### src/rtl/fpadd_sequencer.sv
// Round-robin sequencer for the shared FP adder: arbitrates two requesters, steps the
// datapath through LOAD/ALIGN/ADD/NORM/ROUND and returns a held, tagged response.
module fpadd_sequencer #(
    parameter int unsigned NORM_TIMEOUT = 32,
    parameter logic [31:0] QNAN         = 32'h7FC00000
) (
    input  logic        clk,
    input  logic        reset,
    input  logic [1:0]  req_valid,
    output logic [1:0]  req_ready,
    input  logic [31:0] req_a0,
    input  logic [31:0] req_b0,
    input  logic [31:0] req_a1,
    input  logic [31:0] req_b1,
    output logic [31:0] dp_a,
    output logic [31:0] dp_b,
    output logic        dp_load,
    output logic        dp_align_en,
    output logic        dp_add_en,
    output logic        dp_norm_en,
    output logic        dp_round_en,
    input  logic        dp_norm_done,
    input  logic [31:0] dp_result,
    output logic        rsp_valid,
    input  logic        rsp_ready,
    output logic        rsp_id,
    output logic [31:0] rsp_data,
    output logic        rsp_err
);

    localparam int unsigned DW = 32;
    localparam int unsigned CW = $clog2(NORM_TIMEOUT + 1);
    localparam logic [CW-1:0] CNT_LAST = CW'(NORM_TIMEOUT - 1);

    typedef enum logic [2:0] {
        S_IDLE, S_LOAD, S_ALIGN, S_ADD, S_NORM, S_ROUND, S_RESP
    } state_t;

    state_t        state_q, state_d;
    logic          last_grant_q, last_grant_d;
    logic          id_q, id_d;
    logic [DW-1:0] a_q, a_d;
    logic [DW-1:0] b_q, b_d;
    logic [CW-1:0] cnt_q, cnt_d;
    logic [DW-1:0] data_q, data_d;
    logic          err_q, err_d;
    logic          load_q, align_q, add_q, norm_q, round_q, valid_q;
    logic          grant;

    // Special-operand classification on the loaded operands
    logic          exp_a_max, exp_b_max, nan_a, nan_b, inf_a, inf_b, special;
    logic [DW-1:0] bypass_data;

    assign exp_a_max = (a_q[30:23] == 8'hFF);
    assign exp_b_max = (b_q[30:23] == 8'hFF);
    assign nan_a     = exp_a_max && (a_q[22:0] != 23'd0);
    assign nan_b     = exp_b_max && (b_q[22:0] != 23'd0);
    assign inf_a     = exp_a_max && (a_q[22:0] == 23'd0);
    assign inf_b     = exp_b_max && (b_q[22:0] == 23'd0);
    assign special   = exp_a_max || exp_b_max;

    always_comb begin
        if (nan_a || nan_b) begin
            bypass_data = QNAN;
        end else if (inf_a && inf_b && (a_q[31] != b_q[31])) begin
            bypass_data = QNAN;
        end else if (inf_a) begin
            bypass_data = a_q;
        end else begin
            bypass_data = b_q;
        end
    end

    always_comb begin
        state_d      = state_q;
        last_grant_d = last_grant_q;
        id_d         = id_q;
        a_d          = a_q;
        b_d          = b_q;
        cnt_d        = cnt_q;
        data_d       = data_q;
        err_d        = err_q;
        grant        = 1'b0;
        req_ready    = 2'b00;
        case (state_q)
            S_IDLE: begin
                if (!reset && (req_valid != 2'b00)) begin
                    grant            = (&req_valid) ? ~last_grant_q : ~req_valid[0];
                    req_ready[grant] = 1'b1;
                    last_grant_d     = grant;
                    id_d             = grant;
                    a_d              = grant ? req_a1 : req_a0;
                    b_d              = grant ? req_b1 : req_b0;
                    state_d          = S_LOAD;
                end
            end
            S_LOAD: begin
                if (special) begin
                    data_d  = bypass_data;
                    err_d   = 1'b0;
                    state_d = S_RESP;
                end else begin
                    state_d = S_ALIGN;
                end
            end
            S_ALIGN: state_d = S_ADD;
            S_ADD: begin
                cnt_d   = '0;
                state_d = S_NORM;
            end
            S_NORM: begin
                // done takes priority over the final allowed cycle
                cnt_d = cnt_q + CW'(1);
                if (dp_norm_done) begin
                    state_d = S_ROUND;
                end else if (cnt_q == CNT_LAST) begin
                    data_d  = QNAN;
                    err_d   = 1'b1;
                    state_d = S_RESP;
                end
            end
            S_ROUND: begin
                data_d  = dp_result;
                err_d   = 1'b0;
                state_d = S_RESP;
            end
            S_RESP: begin
                if (rsp_ready) begin
                    state_d = S_IDLE;
                end
            end
            default: state_d = S_IDLE;
        endcase
    end

    always_ff @(posedge clk) begin
        if (reset) begin
            state_q      <= S_IDLE;
            last_grant_q <= 1'b1;
            id_q         <= 1'b0;
            a_q          <= '0;
            b_q          <= '0;
            cnt_q        <= '0;
            data_q       <= '0;
            err_q        <= 1'b0;
            load_q       <= 1'b0;
            align_q      <= 1'b0;
            add_q        <= 1'b0;
            norm_q       <= 1'b0;
            round_q      <= 1'b0;
            valid_q      <= 1'b0;
        end else begin
            state_q      <= state_d;
            last_grant_q <= last_grant_d;
            id_q         <= id_d;
            a_q          <= a_d;
            b_q          <= b_d;
            cnt_q        <= cnt_d;
            data_q       <= data_d;
            err_q        <= err_d;
            load_q       <= (state_d == S_LOAD);
            align_q      <= (state_d == S_ALIGN);
            add_q        <= (state_d == S_ADD);
            norm_q       <= (state_d == S_NORM);
            round_q      <= (state_d == S_ROUND);
            valid_q      <= (state_d == S_RESP);
        end
    end

    assign dp_a        = a_q;
    assign dp_b        = b_q;
    assign dp_load     = load_q;
    assign dp_align_en = align_q;
    assign dp_add_en   = add_q;
    assign dp_norm_en  = norm_q;
    assign dp_round_en = round_q;
    assign rsp_valid   = valid_q;
    assign rsp_id      = id_q;
    assign rsp_data    = data_q;
    assign rsp_err     = err_q;

endmodule

### config.mk
export PLATFORM = sky130hd
export DESIGN_NAME = fpadd_sequencer
export DESIGN_NICKNAME = d
export VERILOG_FILES = /design/src/rtl/fpadd_sequencer.sv
export SDC_FILE = /design/constraint.sdc
export NUM_CORES = 1
export LEC_CHECK = 0
export BUFFER_PORTS_ARGS = -buffer_cell sky130_fd_sc_hd__buf_2
export CELL_PAD_IN_SITES_DETAIL_PLACEMENT = 1
export CELL_PAD_IN_SITES_GLOBAL_PLACEMENT = 2
export CORE_ASPECT_RATIO = 1.4
export CORE_UTILIZATION = 23
export DETAILED_ROUTE_END_ITERATION = 6
export PLACE_DENSITY = 0.87
export SLEW_MARGIN = 20
export SYNTH_ARGS = -nofsm -noshare
export SYNTH_HDL_FRONTEND = slang
export SYNTH_SLANG_ARGS = --single-unit
### constraint.sdc
create_clock -name clk -period 2.3 [get_ports clk]
set_input_delay 0.46 -clock clk [delete_from_list [all_inputs] [get_ports clk]]
set_output_delay 0.46 -clock clk [all_outputs]
set_load 0.005 [all_outputs]
==> flow_summary.json, run 1 <==
{
  "final_cells": 1135,
  "synth-main-ff-cell": "dfxtp_1",
  "routed_wl_mm": 19.4,
  "powerDensity_mw_per_mm2": 932,
  "grt-ovfl-total": 0,
  "dr.first_iter.drc_count": 199,
  "clk_pin_slew_worst_paths_ns": 0.06,
  "synth.largest_area_cell": "dfxtp_1",
  "slowest_stage": "dfxtp_1",
  "num_rows": 61,
  "fin_crit_ns": 2.18,
  "synth_seq_area_share_pct": 48.0,
  "syn_area_mm2": 0.00476,
  "dieArea_mm2": 0.0213,
  "fmax_ghz": 0.459,
  "place.gp.congestion": 0.786,
  "status": "finished clean",
  "cpMostUsedCell": "buf_4",
  "synth_cell_types": 44,
  "cts-root-buf": "clkbuf_16",
  "antenna_found_initial": 3,
  "startpoint_type": "flop",
  "grt_pass1_wl_mm": 29.6,
  "worstSetupStartpoint": "state_q[2]",
  "end_kind": "output port",
  "port-buffer-count": 271,
  "clockBufferDepth": 2,
  "cpLargestDelayFamily": "buffers and inverters",
  "crit_chain": "buf_4 > nor4_4 > buf_4 > o21ai_4 > inv_2 > and2_1 > buf_2",
  "cellLeakagePower_nw": 3.08,
  "synth_commonest_cells": "nand2_1 (145), dfxtp_1 (114), a31oi_1 (65)",
  "grt_pass1_vias": 5579,
  "cts_setup_buffers": 0,
  "fp.dieH_um": 172,
  "vias": 5481,
  "fin_nets": 1033,
  "hpwlAfterDp_mm": 14.4,
  "slew_headroom_pct": 64.5,
  "synth_seq_cells": 114,
  "hold_viol_final": 0,
  "drive_above_1_share_pct": 37.5,
  "synth_cells": 609,
  "drcViolationCount": 0,
  "fin_hold_ws_ns": 0.279,
  "async_flop_share_pct": 0,
  "clkLatencyLatePin_ns": 0.42,
  "cp.arrival_ns": 1.72,
  "min_from": "dp_result[20]",
  "timing.final.crit_share_pct": 94.8,
  "synth_nets": 776,
  "firstDrtPassIters": 4,
  "worst_slew_pin_slew_ns": 0.533,
  "cts_made_buffers": 17,
  "hp-class": "in2reg",
  "track_usage_pct": 18.4,
  "yosysTopAreaCellShare_pct": 48.0,
  "clock_sinks": 114,
  "ctsHoldBuffers": 0,
  "die_x_um": 124,
  "synth_edf_count": 0,
  "worstPathRequired_ns": 1.84,
  "maxCapViolCount": 0,
  "core_mm2": 0.0201,
  "viasPerCell": 4.83,
  "placed_cells": 1099,
  "ioPinCount": 272,
  "wl_per_cell_um": 17.1,
  "slew_viol_final": 0,
  "synthTopCellsByArea": "dfxtp_1 (48%), nand2_1 (11%), a31oi_1 (8.5%)",
  "r2r_start": "cnt_q[0]",
  "setup_viol": 0,
  "yosysMostFrequentCell": "nand2_1",
  "rsz0062_at_grt": "no",
  "start_util_pct": 23.7,
  "peakVddDrop_mv": 0.494,
  "crit_buf_inv": 4,
  "antenna_left": 0,
  "fin_tns_setup_ns": 0,
  "critPathKind": "reg2out",
  "cts_tree": "built",
  "critPathMaxFanout": 9,
  "htree_levels": 4,
  "cp_slowest_stage_delay_ns": 0.32,
  "grt_max_degree": 110,
  "area_delta_synth_final_pct": 48.6,
  "yosysWarnings": 0,
  "avgSynthCellArea_um2": 7.81,
  "fin_skew_ns": 0.00715
}
cell type report:
cell class,instances,area (µm²)
well taps,252,315
repair buffers,290,1530
multi-input cells,436,2280
clock inverters,13,183
flip-flops and latches,114,2280
clock buffers,19,453
inverters,7,26.3
fillers,2505,13000
diodes,4,10.0
worst reg2reg max path, stage by stage, from the launching register on:
cell,delay [ns]
dfxtp_1,0.38
ha_1,0.22
nand4b_1,0.11
o31a_1,0.30
a311o_1,0.35
buf_4,0.23
a22oi_1,0.22
nor2_1,0.06
path summary, 6_finish.rpt:
| check | to | slack, ns | depth (start not counted) |
|---|---|---|---|
| worst max-delay path | req_ready[1] | 0.12 | 7 |
| worst min-delay path | rsp_data[20] | 0.28 | 3 |
| worst max register to register | rsp_data[16] | 0.29 | 7 |
| worst min register to register | rsp_err | 0.45 | 2 |
per-stage QoR:
step,area (µm²),util (%),total power [W],worst slack [ns]
2_1_floorplan,4760,-,0.00308,0.390
3_3_place_gp,6410,31.9,0.00378,0.195
3_5_place_dp,6410,31.9,0.00380,0.231
4_1_cts,7050,35.1,0.00669,0.00671
5_1_grt,7070,35.2,0.00694,0.0121
6_report,7070,35.2,0.00659,0.119
power breakdown:
group	internal, W	switching, W
Clock	0.00187	0.000990
Sequential	0.00218	0.000178
Combinational	0.000557	0.000816
Total	0.00461	0.00198
cell families (layout without fill, tap and decap cells):
group                      Yosys count  after routing  share of synthesized area (%)
and+or+nand+nor                    307            307                           28.4
AOI/OAI and AO/OA                  126            126                           17.7
DFF                                114            114                           48.0
xor gates and xnor gates             2              2                          0.368
other                                0              4                              0
buffers and inverters               59            329                           5.29
adders and majority gates            1              1                          0.263
cell usage in the layout (no fill, tap or decap), types with 7 or more instances in the layout:
cell,n
buf_2,270
nand2_1,145
dfxtp_1,113
a31oi_1,65
nand3_1,64
nor2_1,48
a22oi_1,22
buf_4,18
clkbuf_16,17
nor4_1,13
nor3_1,12
a21oi_1,10
nand4_1,7
what timing repair did:
item,CTS,global route
endpoints found under the setup margin,2,1
pin swaps,0,0
gates resized for setup,1,2
cloned,0,0
registers in the layout, indices dropped and copies added (netlist names):
register	count
dp_a	32
rsp_data	32
dp_align_en	1
dp_b	32
dp_round_en	1
rsp_id	1
dp_add_en	1
last_grant_q	1
rsp_err	1
dp_norm_en	1
cnt_q	6
state_q	3
rsp_valid	1
dp_load	1
metal layers:
metal | routed length [µm] | global-route usage [%] | share of wire (%) | up-vias
met2 | 9830 | 32.3 | 51 | 191
met3 | 1190 | 4.65 | 6.1 | 32
met4 | 594 | 9.06 | 3.1 | 0
met5 | 0 | 0 | 0 | -
met1 | 7830 | 20.4 | 40 | 2578
li1 | - | - | - | 2680
Power figures use the tool's default switching activity.
==> run 2: changes to the inputs <==
--- a/config.mk
+++ b/config.mk
@@ -9,9 +9,9 @@
 export CELL_PAD_IN_SITES_DETAIL_PLACEMENT = 1
 export CELL_PAD_IN_SITES_GLOBAL_PLACEMENT = 2
 export CORE_ASPECT_RATIO = 1.4
-export CORE_UTILIZATION = 23
+export CORE_UTILIZATION = 24
 export DETAILED_ROUTE_END_ITERATION = 6
-export PLACE_DENSITY = 0.87
+export PLACE_DENSITY = 0.9
 export SLEW_MARGIN = 20
 export SYNTH_ARGS = -nofsm -noshare
 export SYNTH_HDL_FRONTEND = slang
==> constraint.sdc (replaced) <==
create_clock -name clk -period 2.8 [get_ports clk]
set_input_delay 0.56 -clock clk [delete_from_list [all_inputs] [get_ports clk]]
set_output_delay 0.56 -clock clk [all_outputs]
set_load 0.005 [all_outputs]
==> run 2 against run 1 <==
Hold slack better by 0.11 ns. Global-route usage increased by 0.60 points. Via count is 0.11% lower. Die area decreased by 4.1%. Register-to-register slack gained 0.38 ns. Sequential cell count unchanged. Critical path type unchanged.
==> flow_summary.json, run 2 (same netlist as run 1, synthesis figures left out) <==
{
  "area_delta_synth_final_pct": 45.4,
  "cts_setup_buffers": 0,
  "dieArea_mm2": 0.0204,
  "clockBufferDepth": 2,
  "port-buffer-count": 271,
  "final_area_mm2": 0.00692,
  "cts_made_buffers": 17,
  "rrSetupSlack_ns": 0.67,
  "met1_usage_pct": 21.8,
  "postPlaceCellArea_mm2": 0.00636,
  "firstDrtPassIters": 4,
  "met2_usage_pct": 32.4,
  "dr.first_iter.drc_count": 189,
  "track_usage_pct": 19.0,
  "slew_viol_final": 0,
  "hpwlAfterDp_mm": 14.2,
  "antenna_left": 0,
  "start_util_pct": 24.7,
  "grt_pass1_wl_mm": 29.8,
  "clock_sinks": 114,
  "critPathKind": "reg2out",
  "rsz0062_at_grt": "no",
  "slew_headroom_pct": 50.4,
  "min_to": "rsp_data[8]",
  "met3_usage_pct": 6.60,
  "cts-root-buf": "clkbuf_16",
  "antenna_found_initial": 0,
  "startpoint_type": "flop",
  "cp.arrival_ns": 1.82,
  "worstPathRequired_ns": 2.24,
  "num_rows": 60,
  "maxCapViolCount": 0,
  "drive_above_1_share_pct": 36.7,
  "mostFrequentLayoutCell": "buf_2",
  "fmax_ghz": 0.420,
  "antennaDiodeCount": 0,
  "crit_chain": "nor4_1 > buf_4 > nor2b_4 > buf_2",
  "hold_viol_final": 0,
  "viasPerCell": 4.88,
  "clkLatencyLatePin_ns": 0.41,
  "r2r_start": "cnt_q[0]",
  "cts_tree": "built",
  "slowest_stage": "dfxtp_1",
  "fin_tns_setup_ns": 0,
  "ctsHoldBuffers": 0,
  "timing.final.crit_share_pct": 85.0,
  "end_kind": "output port",
  "setup_viol": 0,
  "mostFrequentLayoutCells": "buf_2 (270), nand2_1 (145), dfxtp_1 (114)",
  "cellLeakagePower_nw": 3.02,
  "vias": 5475,
  "r2r_end": "rsp_data[13]",
  "core_mm2": 0.0193,
  "ioPinCount": 272,
  "die_x_um": 121,
  "hold_path_depth": 3,
  "clk_pin_slew_worst_paths_ns": 0.05,
  "busiest_layer": "met2",
  "place.gp.congestion": 0.825,
  "min_from": "dp_result[8]",
  "drcViolationCount": 0,
  "critPathMaxFanout": 10,
  "peakVddDrop_mv": 0.366,
  "fin_crit_ns": 2.38,
  "grt_max_degree": 67,
  "powerDensity_mw_per_mm2": 738,
  "post_cts_resized": 0,
  "routed_wl_mm": 19.2,
  "htree_levels": 4,
  "fin_skew_ns": 0.00682,
  "cp_slowest_stage_delay_ns": 0.42,
  "fin_nets": 1028,
  "fp.dieH_um": 169,
  "grt_pass1_vias": 5461,
  "worst_slew_pin_slew_ns": 0.743,
  "wl_per_cell_um": 17.2,
  "status": "finished clean",
  "r2r_cells": 7,
  "grt-ovfl-total": 0,
  "hp-class": "in2reg"
}
run 2: cell count changes in the layout (fill, tap and decap cells not counted), sizes merged:
| cell | previous run | this run |
|---|---|---|
| buf | 290 | 285 |
| diode | 4 | 0 |
| clkinv | 4 | 7 |
| bufinv | 4 | 2 |
| clkinvlp | 4 | 2 |
| clkbuf | 19 | 20 |
| inv | 8 | 7 |
run 2: area by class of cell:
type	count	area, µm²
clock buffers	20	447
clock inverters	11	114
fillers	2421	12400
inverters	7	26.3
multi-input cells	436	2260
flip-flops and latches	114	2280
well taps	248	310
repair buffers	285	1480
run 2: per-layer routing:
layer,up-vias,routed length (µm),share of wire (%)
li1,2671,-,-
met1,2584,7900,41
met2,200,9490,49
met3,20,1480,7.7
met4,0,358,1.9
met5,-,0,0
run 2: through the flow:
step | hold slack, ns | instances | power [W] | utilization (%) | setup slack [ns]
finish | 0.388 | 1121 | 0.00511 | 35.8 | 0.420
global route | 0.385 | 1121 | 0.00540 | 35.8 | 0.299
CTS | 0.370 | 1121 | 0.00520 | 35.8 | 0.371
detailed placement | 0.455 | 1090 | 0.00309 | 32.9 | 0.584
global placement | 0.439 | 1090 | 0.00307 | 32.9 | 0.593
floorplan | 0.448 | 609 | 0.00253 | - | 0.690
run 2: how the worst max path moves through the flow:
stage,cells after the start,end,start,slack [ns]
after CTS,4,req_ready[0],state_q[0],0.37
after global routing,4,req_ready[0],state_q[0],0.30
after global placement,6,rsp_data[22],reset,0.59
after detailed placement,6,rsp_data[22],reset,0.58
final,4,req_ready[0],state_q[0],0.42
after floorplan,5,req_ready[1],req_valid[1],0.69
run 2: worst max-delay path: cells and delay by family (launching register included):
| kind | cells | cell delay, ns |
|---|---|---|
| buf+inv | 2 | 0.38 |
| flops | 1 | 0.42 |
| simple gates | 2 | 0.62 |
run 2: report_power, final:
| group | internal (W) | total (W) | switching, W |
|---|---|---|---|
| Combinational | 0.000432 | 0.00109 | 0.000655 |
| Sequential | 0.00179 | 0.00194 | 0.000144 |
| Clock | 0.00132 | 0.00208 | 0.000768 |
| Total | 0.00354 | 0.00511 | 0.00157 |
